$ cat config.mk
export PLATFORM = sky130hd
export DESIGN_NAME = mc_mem_seq
export DESIGN_NICKNAME = d
export VERILOG_FILES = /design/src/rtl/mc_mem_seq.sv
export SDC_FILE = /design/constraint.sdc
export NUM_CORES = 1
export LEC_CHECK = 0
export CAP_MARGIN = 20
export CORE_UTILIZATION = 51
export CTS_BUF_LIST = sky130_fd_sc_hd__clkbuf_4 sky130_fd_sc_hd__clkbuf_8 sky130_fd_sc_hd__clkbuf_16
export DETAILED_ROUTE_END_ITERATION = 16
export PLACE_DENSITY = 0.87
export SLEW_MARGIN = 20
export SYNTH_ARGS = -nofsm -noshare
export SYNTH_HDL_FRONTEND = slang
export SYNTH_SLANG_ARGS = --single-unit
$ cat constraint.sdc
create_clock -name clk -period 2.6 [get_ports clk]
set_input_delay 0.78 -clock clk [delete_from_list [all_inputs] [get_ports clk]]
set_output_delay 0.78 -clock clk [all_outputs]
set_load 0.05 [all_outputs]
$ cat src/rtl/mc_mem_seq.sv
// -----------------------------------------------------------------------------
// mc_mem_seq -- single-port memory access sequencer for the multicycle CPU
//
// Holds one pending instruction fetch and one pending data access, and
// serialises them onto one memory port with a req/ready handshake. A pending
// data access is always served before a pending fetch. Fetched instructions
// and load data are returned with one-cycle valid pulses. Stores are returned
// with a one-cycle done pulse. An access that waits too long for mem_ready is
// aborted by a timeout.
//
// Ports
//   clk, rst                  clock (rising edge), asynchronous active-low reset
//   fetch_req/fetch_addr      fetch request pulse and instruction address
//   data_req/data_we/
//   data_addr/data_wdata      data request pulse, store flag, address, store data
//   mem_req/mem_we/mem_addr/
//   mem_wdata                 memory request; attributes are registered and held
//   mem_ready/mem_rdata       memory completion strobe and read data
//   instr/instr_valid         last fetched instruction and its update pulse
//   rdata/rdata_valid         last load data and its update pulse
//   wr_done                   store completion pulse
//   stall                     a slot is pending or an access is in flight
//   drop_err                  request ignored because its slot was occupied
//   tmo_err                   access aborted by the timeout
// -----------------------------------------------------------------------------
module mc_mem_seq #(
    parameter int AW      = 32,
    parameter int DW      = 32,
    parameter int TIMEOUT = 16,
    parameter int TW      = 5
) (
    input  logic          clk,
    input  logic          rst,
    input  logic          fetch_req,
    input  logic [AW-1:0] fetch_addr,
    input  logic          data_req,
    input  logic          data_we,
    input  logic [AW-1:0] data_addr,
    input  logic [DW-1:0] data_wdata,
    output logic          mem_req,
    output logic          mem_we,
    output logic [AW-1:0] mem_addr,
    output logic [DW-1:0] mem_wdata,
    input  logic          mem_ready,
    input  logic [DW-1:0] mem_rdata,
    output logic [DW-1:0] instr,
    output logic          instr_valid,
    output logic [DW-1:0] rdata,
    output logic          rdata_valid,
    output logic          wr_done,
    output logic          stall,
    output logic          drop_err,
    output logic          tmo_err
);

    // Byte-offset bits inside one data word are forced to zero on mem_addr.
    localparam int            AL         = $clog2(DW / 8);
    localparam logic [AW-1:0] ALIGN_MASK = ~((AW'(1) << AL) - AW'(1));

    typedef enum logic {S_IDLE, S_ACCESS} state_t;

    state_t        state_q, state_d;
    logic          fslot_full_q, fslot_full_d;
    logic [AW-1:0] fslot_addr_q, fslot_addr_d;
    logic          dslot_full_q, dslot_full_d;
    logic          dslot_we_q, dslot_we_d;
    logic [AW-1:0] dslot_addr_q, dslot_addr_d;
    logic [DW-1:0] dslot_wdata_q, dslot_wdata_d;
    logic          cur_data_q, cur_data_d;     // access in flight serves the data slot
    logic [TW-1:0] tmo_cnt_q, tmo_cnt_d;
    logic          mem_we_q, mem_we_d;
    logic [AW-1:0] mem_addr_q, mem_addr_d;
    logic [DW-1:0] mem_wdata_q, mem_wdata_d;
    logic [DW-1:0] instr_q, instr_d;
    logic          instr_valid_q, instr_valid_d;
    logic [DW-1:0] rdata_q, rdata_d;
    logic          rdata_valid_q, rdata_valid_d;
    logic          wr_done_q, wr_done_d;
    logic          drop_err_q, drop_err_d;
    logic          tmo_err_q, tmo_err_d;
    logic          tmo_hit;

    assign tmo_hit = (TIMEOUT != 0) && (tmo_cnt_q == TW'(TIMEOUT - 1));

    always_comb begin
        state_d       = state_q;
        fslot_full_d  = fslot_full_q;
        fslot_addr_d  = fslot_addr_q;
        dslot_full_d  = dslot_full_q;
        dslot_we_d    = dslot_we_q;
        dslot_addr_d  = dslot_addr_q;
        dslot_wdata_d = dslot_wdata_q;
        cur_data_d    = cur_data_q;
        tmo_cnt_d     = tmo_cnt_q;
        mem_we_d      = mem_we_q;
        mem_addr_d    = mem_addr_q;
        mem_wdata_d   = mem_wdata_q;
        instr_d       = instr_q;
        rdata_d       = rdata_q;
        instr_valid_d = 1'b0;
        rdata_valid_d = 1'b0;
        wr_done_d     = 1'b0;
        tmo_err_d     = 1'b0;

        // A slot stays full until its access completes, so a request arriving
        // in the completion cycle is dropped as well.
        drop_err_d = (fetch_req & fslot_full_q) | (data_req & dslot_full_q);

        if (fetch_req && !fslot_full_q) begin
            fslot_full_d = 1'b1;
            fslot_addr_d = fetch_addr;
        end
        if (data_req && !dslot_full_q) begin
            dslot_full_d  = 1'b1;
            dslot_we_d    = data_we;
            dslot_addr_d  = data_addr;
            dslot_wdata_d = data_wdata;
        end

        case (state_q)
            S_IDLE: begin
                // Selection looks at the post-edge slot contents, so a request
                // into an idle sequencer starts its access at the same edge.
                if (dslot_full_d) begin
                    state_d     = S_ACCESS;
                    cur_data_d  = 1'b1;
                    tmo_cnt_d   = '0;
                    mem_we_d    = dslot_we_d;
                    mem_addr_d  = dslot_addr_d & ALIGN_MASK;
                    mem_wdata_d = dslot_wdata_d;
                end else if (fslot_full_d) begin
                    state_d    = S_ACCESS;
                    cur_data_d = 1'b0;
                    tmo_cnt_d  = '0;
                    mem_we_d   = 1'b0;
                    mem_addr_d = fslot_addr_d & ALIGN_MASK;
                end
            end
            S_ACCESS: begin
                if (mem_ready) begin
                    state_d = S_IDLE;
                    if (cur_data_q) begin
                        dslot_full_d = 1'b0;
                        if (mem_we_q) begin
                            wr_done_d = 1'b1;
                        end else begin
                            rdata_d       = mem_rdata;
                            rdata_valid_d = 1'b1;
                        end
                    end else begin
                        fslot_full_d  = 1'b0;
                        instr_d       = mem_rdata;
                        instr_valid_d = 1'b1;
                    end
                end else if (tmo_hit) begin
                    state_d   = S_IDLE;
                    tmo_err_d = 1'b1;
                    if (cur_data_q) dslot_full_d = 1'b0;
                    else            fslot_full_d = 1'b0;
                end else begin
                    tmo_cnt_d = tmo_cnt_q + TW'(1);
                end
            end
            default: state_d = S_IDLE;
        endcase
    end

    always_ff @(posedge clk or negedge rst) begin
        if (!rst) begin
            state_q       <= S_IDLE;
            fslot_full_q  <= 1'b0;
            fslot_addr_q  <= '0;
            dslot_full_q  <= 1'b0;
            dslot_we_q    <= 1'b0;
            dslot_addr_q  <= '0;
            dslot_wdata_q <= '0;
            cur_data_q    <= 1'b0;
            tmo_cnt_q     <= '0;
            mem_we_q      <= 1'b0;
            mem_addr_q    <= '0;
            mem_wdata_q   <= '0;
            instr_q       <= '0;
            instr_valid_q <= 1'b0;
            rdata_q       <= '0;
            rdata_valid_q <= 1'b0;
            wr_done_q     <= 1'b0;
            drop_err_q    <= 1'b0;
            tmo_err_q     <= 1'b0;
        end else begin
            state_q       <= state_d;
            fslot_full_q  <= fslot_full_d;
            fslot_addr_q  <= fslot_addr_d;
            dslot_full_q  <= dslot_full_d;
            dslot_we_q    <= dslot_we_d;
            dslot_addr_q  <= dslot_addr_d;
            dslot_wdata_q <= dslot_wdata_d;
            cur_data_q    <= cur_data_d;
            tmo_cnt_q     <= tmo_cnt_d;
            mem_we_q      <= mem_we_d;
            mem_addr_q    <= mem_addr_d;
            mem_wdata_q   <= mem_wdata_d;
            instr_q       <= instr_d;
            instr_valid_q <= instr_valid_d;
            rdata_q       <= rdata_d;
            rdata_valid_q <= rdata_valid_d;
            wr_done_q     <= wr_done_d;
            drop_err_q    <= drop_err_d;
            tmo_err_q     <= tmo_err_d;
        end
    end

    // mem_req decodes the state flop directly so reset drops it at once.
    assign mem_req     = (state_q == S_ACCESS);
    assign mem_we      = mem_we_q;
    assign mem_addr    = mem_addr_q;
    assign mem_wdata   = mem_wdata_q;
    assign instr       = instr_q;
    assign instr_valid = instr_valid_q;
    assign rdata       = rdata_q;
    assign rdata_valid = rdata_valid_q;
    assign wr_done     = wr_done_q;
    assign drop_err    = drop_err_q;
    assign tmo_err     = tmo_err_q;
    assign stall       = fslot_full_q | dslot_full_q | (state_q != S_IDLE);

endmodule

[Word-level counts from Yosys, hierarchy flattened]
Index checks and enable logic that the tools add are counted.
Word-level totals
  register bits: 240
  input bits: 134
  output and inout port bits: 136
  word-level logic and storage cells: 87
Operators by class
  $add $sub $neg: 1
  equality and inequality tests: 4
  mux-type cells: 43
  bitwise operators: 8
  reductions and logical operators: 10
Operators with widths (number)
  $mux 32: 5
  $mux 1: 32
  $mux 5: 4
  $pmux 5 s2: 1
  $reduce_and 3->1: 2
  $add 5x1->5 const B: 1
  $eq 5x4->1 const B: 1
  $ne 2x2->1 const B: 2
  $reduce_and 2->1: 2
  $reduce_and 4->1: 1
  $ne 3x3->1 const B: 1
  $not 1->1: 3
  $or 1x1->1: 3
  $and 1x1->1: 2
  $logic_and 1x1->1: 2
  $logic_not 1->1: 2
  $pmux 1 s2: 1
  $reduce_bool 2->1: 1

[Depth between registers and ports, before layout]
Gate-level depths: netlist (run 1).
  depth in word-level cells: 7
  depth in mapped cells: 7
  mapped depth without buffers: 7

[Worst setup path after synthesis (run 1)]
OpenSTA, ideal clock, no wires.
  path kind: reg2out
  start point: register state_q (netlist: mem_req)
  end point: output port stall
  arrival time: 1.497 ns
  data required time: 1.820 ns
  slack: 0.323 ns
  cell stages (with the launch flop): 4
  buffers on the path: 2
  path through: dfrtp_1 > buf_2 > buf_2 > or3_1
Between the ends
  longest elaborated chain between the ends: 1
RTL lines
  start, declared: line 62  | state_t state_q, state_d;
  start signal, assigned: line 190  | state_q <= state_d;
  $or 1x1->1: line 224  | assign stall = fslot_full_q | dslot_full_q | (state_q != S_IDLE);
  end, declared: line 51  | output logic stall,
Every way passes these cells.

[Final worst setup path (run 1)]
  start point: register mem_addr_q[15] (netlist: mem_addr[15])
  end point: output port mem_addr[15]
RTL lines
  start, declared: line 72  | logic [AW-1:0] mem_addr_q, mem_addr_d;
  start signal, assigned: line 200  | mem_addr_q <= mem_addr_d;
  end, declared: line 42  | output logic [AW-1:0] mem_addr,
No word-level cell between the ends.

==> results of run 1 <==
metal layers:
metal,routed length [um],up-vias,global-route usage (%)
li1,-,3212,-
met1,9200,3435,31.8
met2,11800,291,44.1
met3,2000,67,6.06
met4,910,0,11.8
met5,0,-,0
power groups by stage:
stage / combinational, uW / clock, uW / sequential (uW)
after floorplan: 3100 / 0 / 9580
after global placement: 9550 / 0 / 6170
after detailed placement: 9780 / 0 / 6260
after CTS: 9890 / 3960 / 6250
after global routing: 10400 / 4080 / 6440
final: 9820 / 3890 / 6250
cell families after synthesis:
family / Yosys count / synth area share [%]
AOI/OAI and AO/OA: 72 / 5.78
xor gates and xnor gates: 1 / 0.0960
adders and majority gates: 2 / 0.274
buffers and inverters: 53 / 3.07
DFF: 234 / 64.2
muxes: 94 / 11.6
other: 1 / 0.0411
and+or+nand+nor: 345 / 14.9
sequential cells by signal, summed over array words and instances, names as in the netlist:
signal,count
drop_err,1
tmo_cnt_q,5
mem_wdata,32
rdata_valid,1
mem_req,1
fslot_addr_q,30
mem_we,1
dslot_we_q,1
instr_valid,1
dslot_wdata_q,32
dslot_full_q,1
wr_done,1
rdata,32
mem_addr,30
cur_data_q,1
tmo_err,1
dslot_addr_q,30
instr,32
fslot_full_q,1
timing repair:
item,CTS,global route
endpoints found under the setup margin,0,1
hold buffers,0,0
gates resized for setup,0,1
per-stage QoR:
| stage | cells | total power [uW] | utilization (%) |
|---|---|---|---|
| 3_3_place_gp | 1264 | 15700 | 69.5 |
| 6_report | 1306 | 20000 | 74.7 |
| 4_1_cts | 1306 | 20100 | 74.7 |
| 5_1_grt | 1306 | 20900 | 74.7 |
| 3_5_place_dp | 1264 | 16000 | 69.5 |
| 2_1_floorplan | 803 | 12700 | - |
worst min-delay path by stage:
stage,slack (ps),cells past startpoint,start,endpoint
2_1_floorplan,440,2,dslot_addr_q[26]$_DFF_PN0_,dslot_addr_q[26]$_DFF_PN0_
3_3_place_gp,450,2,dslot_addr_q[26]$_DFF_PN0_,dslot_addr_q[26]$_DFF_PN0_
3_5_place_dp,460,2,dslot_addr_q[29]$_DFF_PN0_,dslot_addr_q[29]$_DFF_PN0_
4_1_cts,190,1,rst,fslot_addr_q[29]$_DFF_PN0_
5_1_grt,200,1,rst,mem_addr[13]$_DFFE_PN0P_
6_report,180,1,rst,mem_addr[13]$_DFFE_PN0P_
cell usage after synthesis:
master    instances
conb_1            1
ha_1              2
o32ai_1           1
and3b_1           1
nor2_2            2
nand3_1           7
a21oi_1          29
buf_2            29
and3_1            1
nand2b_1          3
a21oi_2           1
nand2b_4          2
xor2_1            1
nand4b_1          1
inv_1             4
and4_1            1
a31o_2            1
nand2_1         294
a22o_1            2
o21ai_0           7
dfrtp_1         234
nor2b_1           2
buf_4             2
or2_2             1
nor2_1           29
mux2_4            1
a21o_1            1
or3_1             1
mux2_2           93
o221ai_1          3
buf_6             5
clkbuf_1         13
a222oi_1         27
cell type report:
type                            instances  area [um^2]  area share [%]
Sequential cell                       234         5860            45.0
Multi-Input combinational cell        516         3010            23.1
Timing Repair Buffer                  285         2940            22.6
Clock buffer                           31          702            5.40
Tap cell                              225          282            2.16
Clock inverter                         11          208            1.60
Inverter                                4         15.0           0.115
==> impl_metrics.sql, run 1 <==
INSERT INTO impl_metrics (metric_group, metric, value, unit) VALUES
('yosys', 'top_area_cell_type_share_of_the_netlist_area', '64.2', '%'),
('critical_path', 'worstSetupPathDepth', '1', ''),
('global_route', 'grt_pass1_vias', '7221', ''),
('job', 'drv_cap', '0', ''),
('critical_path', 'worst-endpoint-arrival', '1720', 'ps'),
('placement', 'place_worst_setup_slack', '31.6', 'ps'),
('critical_path', 'top_fanout_value_on_the_critical_path', '2', ''),
('power_and_ir_drop', 'power.static_leakage', '0.00602', 'uW'),
('layout', 'post-route-cell-area', '13000', 'um^2'),
('sta', 'transition_time_of_the_tightest_slew_check_pin', '727', 'ps'),
('sta', 'rsz0062_at_grt', 'no', ''),
('global_route', 'groute.usage.overall', '26.1', '%'),
('clock_network', 'clock_tree.buffer_depth', '3', ''),
('critical_path', 'critical_path.max_stage_delay', '850', 'ps'),
('floorplan', 'placementRows', '48', ''),
('power_and_ir_drop', 'powerDensity', '1530', 'nW/um^2'),
('floorplan', 'start_util', '52.4', '%'),
('yosys', 'ys_seq_area_share', '64.2', '%'),
('power_and_ir_drop', 'internal_power', '11500', 'uW'),
('power_and_ir_drop', 'seq_power_share', '31.3', '%'),
('sta', 'timing_max_transition_violations_final', '0', ''),
('sta', 'fin_tns_setup', '0', 'ps'),
('detailed_routing', 'drc', '0', ''),
('hold_path', 'hold_class', 'in2async', ''),
('yosys', 'synth_area_leaders', 'dfrtp_1, nand2_1, mux2_2', ''),
('clock_network', 'h_tree_depth', '1', ''),
('power_and_ir_drop', 'pwr-share-clk', '19.5', '%'),
('sta', 'min_period_over_period', '96.2', '%'),
('detailed_routing', 'routed_via_density', '5.36', ''),
('critical_path', 'crit_path_end', 'mem_addr[15]', ''),
('placement', 'gp_congestion', '0.787', ''),
('layout', 'antenna-diode-count', '0', ''),
('global_route', 'grt_start_max_net_pins', '59', ''),
('critical_path', 'reg2reg_depth', '7', ''),
('clock_network', 'cts.reportedPaths.clkPinSlew', '60', 'ps'),
('critical_path', 'reg2reg_slack', '650', 'ps'),
('critical_path', 'startpoint_type', 'flop', ''),
('sta', 'slew-limit-headroom', '51.5', '%'),
('critical_path', 'timing.rr.start', 'tmo_cnt_q[0]$_DFFE_PN0P_', ''),
('yosys', 'synth.yosys.warnings', '0', ''),
('critical_path', 'critical_path_required', '1820', 'ps'),
('yosys', 'synth_top_cell_by_area', 'dfrtp_1', ''),
('detailed_routing', 'ant_nets', '0', ''),
('clock_network', 'cts-buffers-inserted', '25', ''),
('sta', 'timing.clock.skew', '16.5', 'ps'),
('placement', 'portBuffers', '263', ''),
('yosys', 'synth_area', '9130', 'um^2'),
('global_route', 'grt_antenna_before_repair', '0', ''),
('detailed_routing', 'route.final.wire_length', '23900', 'um'),
('clock_network', 'insertion_delay', '500', 'ps'),
('clock_network', 'post_cts_setup_buffer_count', '0', ''),
('yosys', 'number_of_unique_standard_cell_types_used_by_synthesis', '33', ''),
('layout', 'final_cell_mix', 'nand2_1, clkdlybuf4s50_1, dfrtp_1', ''),
('floorplan', 'io-pin-count', '270', ''),
('outcome', 'outcome', 'completed', ''),
('critical_path', 'regToRegEndpoint', 'tmo_cnt_q[2]$_DFFE_PN0P_', ''),
('power_and_ir_drop', 'power_frac_comb', '49.2', '%'),
('critical_path', 'timing.setup.critical_path_class', 'reg2out', ''),
('placement', 'detailed_place_hpwl', '15200', 'um'),
('clock_network', 'cts_tree', 'built', ''),
('detailed_routing', 'drt_iter0_markers', '449', ''),
('critical_path', 'cpMaxStageDelayCell', 'clkdlybuf4s50_1', ''),
('floorplan', 'floorplan.die_area', '18400', 'um^2'),
('placement', 'placed_area', '12100', 'um^2'),
('layout', 'post_route_cells_drive_above_1_share', '15.6', '%'),
('power_and_ir_drop', 'vdd_ir_drop_max', '1040', 'uV'),
('layout', 'fillers', '1137', ''),
('sta', 'setup_viol', '0', ''),
('critical_path', 'worstSetupStartpoint', 'mem_addr[15]$_DFFE_PN0P_', ''),
('sta', 'timing_hold_violations_final', '0', ''),
('yosys', 'ys_seq_elements', '234', '');
(Power assumes the default switching activity.)
==> run 2, diff against run 1 <==
--- a/config.mk
+++ b/config.mk
@@ -9,7 +9,7 @@
 export CORE_UTILIZATION = 51
 export CTS_BUF_LIST = sky130_fd_sc_hd__clkbuf_4 sky130_fd_sc_hd__clkbuf_8 sky130_fd_sc_hd__clkbuf_16
 export DETAILED_ROUTE_END_ITERATION = 16
-export PLACE_DENSITY = 0.87
+export PLACE_DENSITY_LB_ADDON = 0.12
 export SLEW_MARGIN = 20
 export SYNTH_ARGS = -nofsm -noshare
 export SYNTH_HDL_FRONTEND = slang
==> run 2 against run 1 <==
Cell count grew 0.23%. Critical path depth is the same. Largest cell class unchanged. Core utilization shrank 0.35 points.
==> impl_metrics.sql, run 2 (synthesis results as in run 1) <==
INSERT INTO impl_metrics (metric_group, metric, value, unit) VALUES
('clock_network', 'clock_tree.buffer_depth', '3', ''),
('clock_network', 'buffer_cell_driving_the_clock_tree_root', 'clkbuf_16', ''),
('critical_path', 'critical_path_required', '1820', 'ps'),
('global_route', 'global_route.overflow_total', '0', ''),
('layout', 'post_route_cells_drive_above_1_share', '15.9', '%'),
('floorplan', 'start_util', '52.4', '%'),
('detailed_routing', 'drt_iter0_markers', '474', ''),
('detailed_routing', 'drt-wirelength-per-cell', '17.0', 'um'),
('sta', 'min_period_over_period', '96.4', '%'),
('placement', 'detailed_place_hpwl', '14600', 'um'),
('sta', 'timing.clock.skew', '8.85', 'ps'),
('detailed_routing', 'ant_nets', '0', ''),
('critical_path', 'worstSetupStartpoint', 'mem_wdata[9]$_DFFE_PN0P_', ''),
('critical_path', 'cpMaxStageDelayCell', 'clkdlybuf4s50_1', ''),
('critical_path', 'reg2reg_depth', '7', ''),
('clock_network', 'cts.reportedPaths.clkPinSlew', '60', 'ps'),
('hold_path', 'hold_class', 'in2async', ''),
('detailed_routing', 'drc', '0', ''),
('detailed_routing', 'routed-via-count', '6850', ''),
('clock_network', 'ctsHoldBuffers', '0', ''),
('clock_network', 'count_of_clock_tree_sinks', '234', ''),
('clock_network', 'insertion_delay', '510', 'ps'),
('floorplan', 'floorplan.die_area', '18400', 'um^2'),
('critical_path', 'endpoint_kind', 'output port', ''),
('placement', 'gp_congestion', '0.772', ''),
('power_and_ir_drop', 'netSwitchingPower', '8380', 'uW'),
('power_and_ir_drop', 'internal_power', '11100', 'uW'),
('critical_path', 'critical_path.max_stage_delay', '850', 'ps'),
('outcome', 'outcome', 'completed', ''),
('layout', 'fillers', '1253', ''),
('critical_path', 'timing.rr.start', 'tmo_cnt_q[0]$_DFFE_PN0P_', ''),
('layout', 'seq_area', '5860', 'um^2'),
('global_route', 'grt_start_max_net_pins', '66', ''),
('layout', 'mostFrequentLayoutCell', 'nand2_1', ''),
('critical_path', 'top_fanout_value_on_the_critical_path', '2', ''),
('sta', 'timing_hold_violations_final', '0', ''),
('critical_path', 'startpoint_type', 'flop', ''),
('global_route', 'groute.usage.overall', '24.5', '%'),
('power_and_ir_drop', 'finalPower', '19500', 'uW'),
('power_and_ir_drop', 'power.switching_fraction', '43.0', '%'),
('sta', 'setup_viol', '0', ''),
('layout', 'nNetsFinal', '1202', ''),
('sta', 'transition_time_of_the_tightest_slew_check_pin', '674', 'ps'),
('floorplan', 'die_h', '136', 'um'),
('sta', 'rsz0062_at_grt', 'no', ''),
('sta', 'worst_hold_slack', '162', 'ps'),
('critical_path', 'regToRegEndpoint', 'tmo_cnt_q[2]$_DFFE_PN0P_', ''),
('clock_network', 'post_cts_setup_buffer_count', '0', ''),
('sta', 'max_clock_freq', '0.399', 'GHz'),
('power_and_ir_drop', 'pwr-share-clk', '18.4', '%'),
('clock_network', 'h_tree_depth', '1', ''),
('layout', 'final_cell_mix', 'nand2_1, clkdlybuf4s50_1, dfrtp_1', ''),
('clock_network', 'cts_tree', 'built', ''),
('critical_path', 'worstSetupPathDepth', '1', ''),
('sta', 'timing.final.ws_setup', '94.8', 'ps'),
('sta', 'slew-limit-headroom', '55.1', '%'),
('job', 'drv_cap', '0', ''),
('power_and_ir_drop', 'power_frac_comb', '49.6', '%'),
('global_route', 'grt_antenna_before_repair', '1', ''),
('clock_network', 'cts-buffers-inserted', '25', ''),
('critical_path', 'reg2reg_slack', '620', 'ps'),
('detailed_routing', 'first_pass_iters', '6', ''),
('sta', 'timing_max_transition_violations_final', '0', ''),
('floorplan', 'die_width', '136', 'um'),
('placement', 'place_worst_setup_slack', '-168', 'ps'),
('sta', 'final.min_clock_period', '2510', 'ps'),
('global_route', 'grt_pass1_vias', '6826', ''),
('critical_path', 'crit_path_cell_trace', 'clkdlybuf4s50_1', ''),
('power_and_ir_drop', 'power.static_leakage', '0.00598', 'uW'),
('critical_path', 'path_delay_family', 'buffers and inverters', ''),
('critical_path', 'critPathBufInv', '1', ''),
('placement', 'portBuffers', '263', ''),
('floorplan', 'coreArea', '17400', 'um^2'),
('power_and_ir_drop', 'vdd_ir_drop_max', '860', 'uV'),
('power_and_ir_drop', 'seq_power_share', '32.0', '%'),
('floorplan', 'io-pin-count', '270', ''),
('sta', 'fin_tns_setup', '0', 'ps'),
('detailed_routing', 'routed_via_density', '5.23', ''),
('critical_path', 'crit_path_end', 'mem_wdata[9]', ''),
('detailed_routing', 'route.final.wire_length', '22200', 'um'),
('floorplan', 'placementRows', '48', ''),
('global_route', 'grt_first_pass_wirelength', '35200', 'um'),
('critical_path', 'timing.setup.critical_path_class', 'reg2out', ''),
('critical_path', 'worst-endpoint-arrival', '1730', 'ps'),
('layout', 'area.growth.synth_to_final', '41.9', '%'),
('power_and_ir_drop', 'powerDensity', '1510', 'nW/um^2'),
('layout', 'multi_input_comb_area', '3020', 'um^2');
==> run 2: cell count changes in the layout (fill, tap and decap cells not counted) <==
cell and change:
bufinv_16 -4, clkbuf_4 +5, dlymetal6s2s_1 -1, dfrtp_2 +1
nor2_2 -1, nor2_4 +1, diode_2 +1, dlygate4sd2_1 +1
clkinv_8 +1, dfrtp_1 -1
==> run 2: worst min-delay path by stage <==
stage / cells after the start / to / startpoint
2_1_floorplan: 2 / dslot_addr_q[26]$_DFF_PN0_ / dslot_addr_q[26]$_DFF_PN0_
3_3_place_gp: 2 / dslot_addr_q[29]$_DFF_PN0_ / dslot_addr_q[29]$_DFF_PN0_
3_5_place_dp: 2 / dslot_addr_q[29]$_DFF_PN0_ / dslot_addr_q[29]$_DFF_PN0_
4_1_cts: 1 / dslot_addr_q[10]$_DFF_PN0_ / rst
5_1_grt: 1 / dslot_addr_q[10]$_DFF_PN0_ / rst
6_report: 1 / dslot_addr_q[10]$_DFF_PN0_ / rst
==> run 2: per-stage QoR <==
stage,area [um^2],utilization [%],cells
2_1_floorplan,9130,-,803
3_3_place_gp,12100,69.5,1264
3_5_place_dp,12100,69.5,1264
4_1_cts,12900,74.3,1308
5_1_grt,12900,74.3,1309
6_report,12900,74.3,1309
==> run 2: power groups by stage <==
| stage | Clock, uW | Combinational, uW | Sequential [uW] |
|---|---|---|---|
| after global routing | 3810 | 10300 | 6440 |
| after CTS | 3650 | 9740 | 6240 |
| after detailed placement | 0 | 9690 | 6270 |
| after global placement | 0 | 9530 | 6210 |
| after floorplan | 0 | 3100 | 9580 |
| final | 3580 | 9680 | 6240 |
==> run 2: final cells by class <==
cell class / count / share of cell area, %
inverters: 4 / 0.116
clock inverters: 8 / 0.802
multi-input cells: 516 / 23.3
diodes: 1 / 0.0193
repair buffers: 285 / 22.7
clock buffers: 36 / 5.71
flip-flops and latches: 234 / 45.2
well taps: 225 / 2.17
==> run 2: repair_timing <==
item | in CTS | in global routing
pin swaps | 0 | 0
setup endpoints to repair | 1 | 1
resized for setup | 1 | 1
==> run 2: routing by layer <==
metal	vias to the layer above	track usage (%)	share of wire, %
li1	3210	-	-
met1	3358	31.7	40
met2	246	40.3	49
met3	36	6.10	8.0
met4	0	8.24	2.6
met5	-	0	0
==> run 2: worst reg2reg max path: cells and delay by family, from the launching register on <==
kind / cells / cell delay, ps
AO/OA/AOI/OAI: 2 / 490
adder cells (fa/ha/maj): 2 / 420
flip-flops: 1 / 400
AND/OR/NAND/NOR: 3 / 600
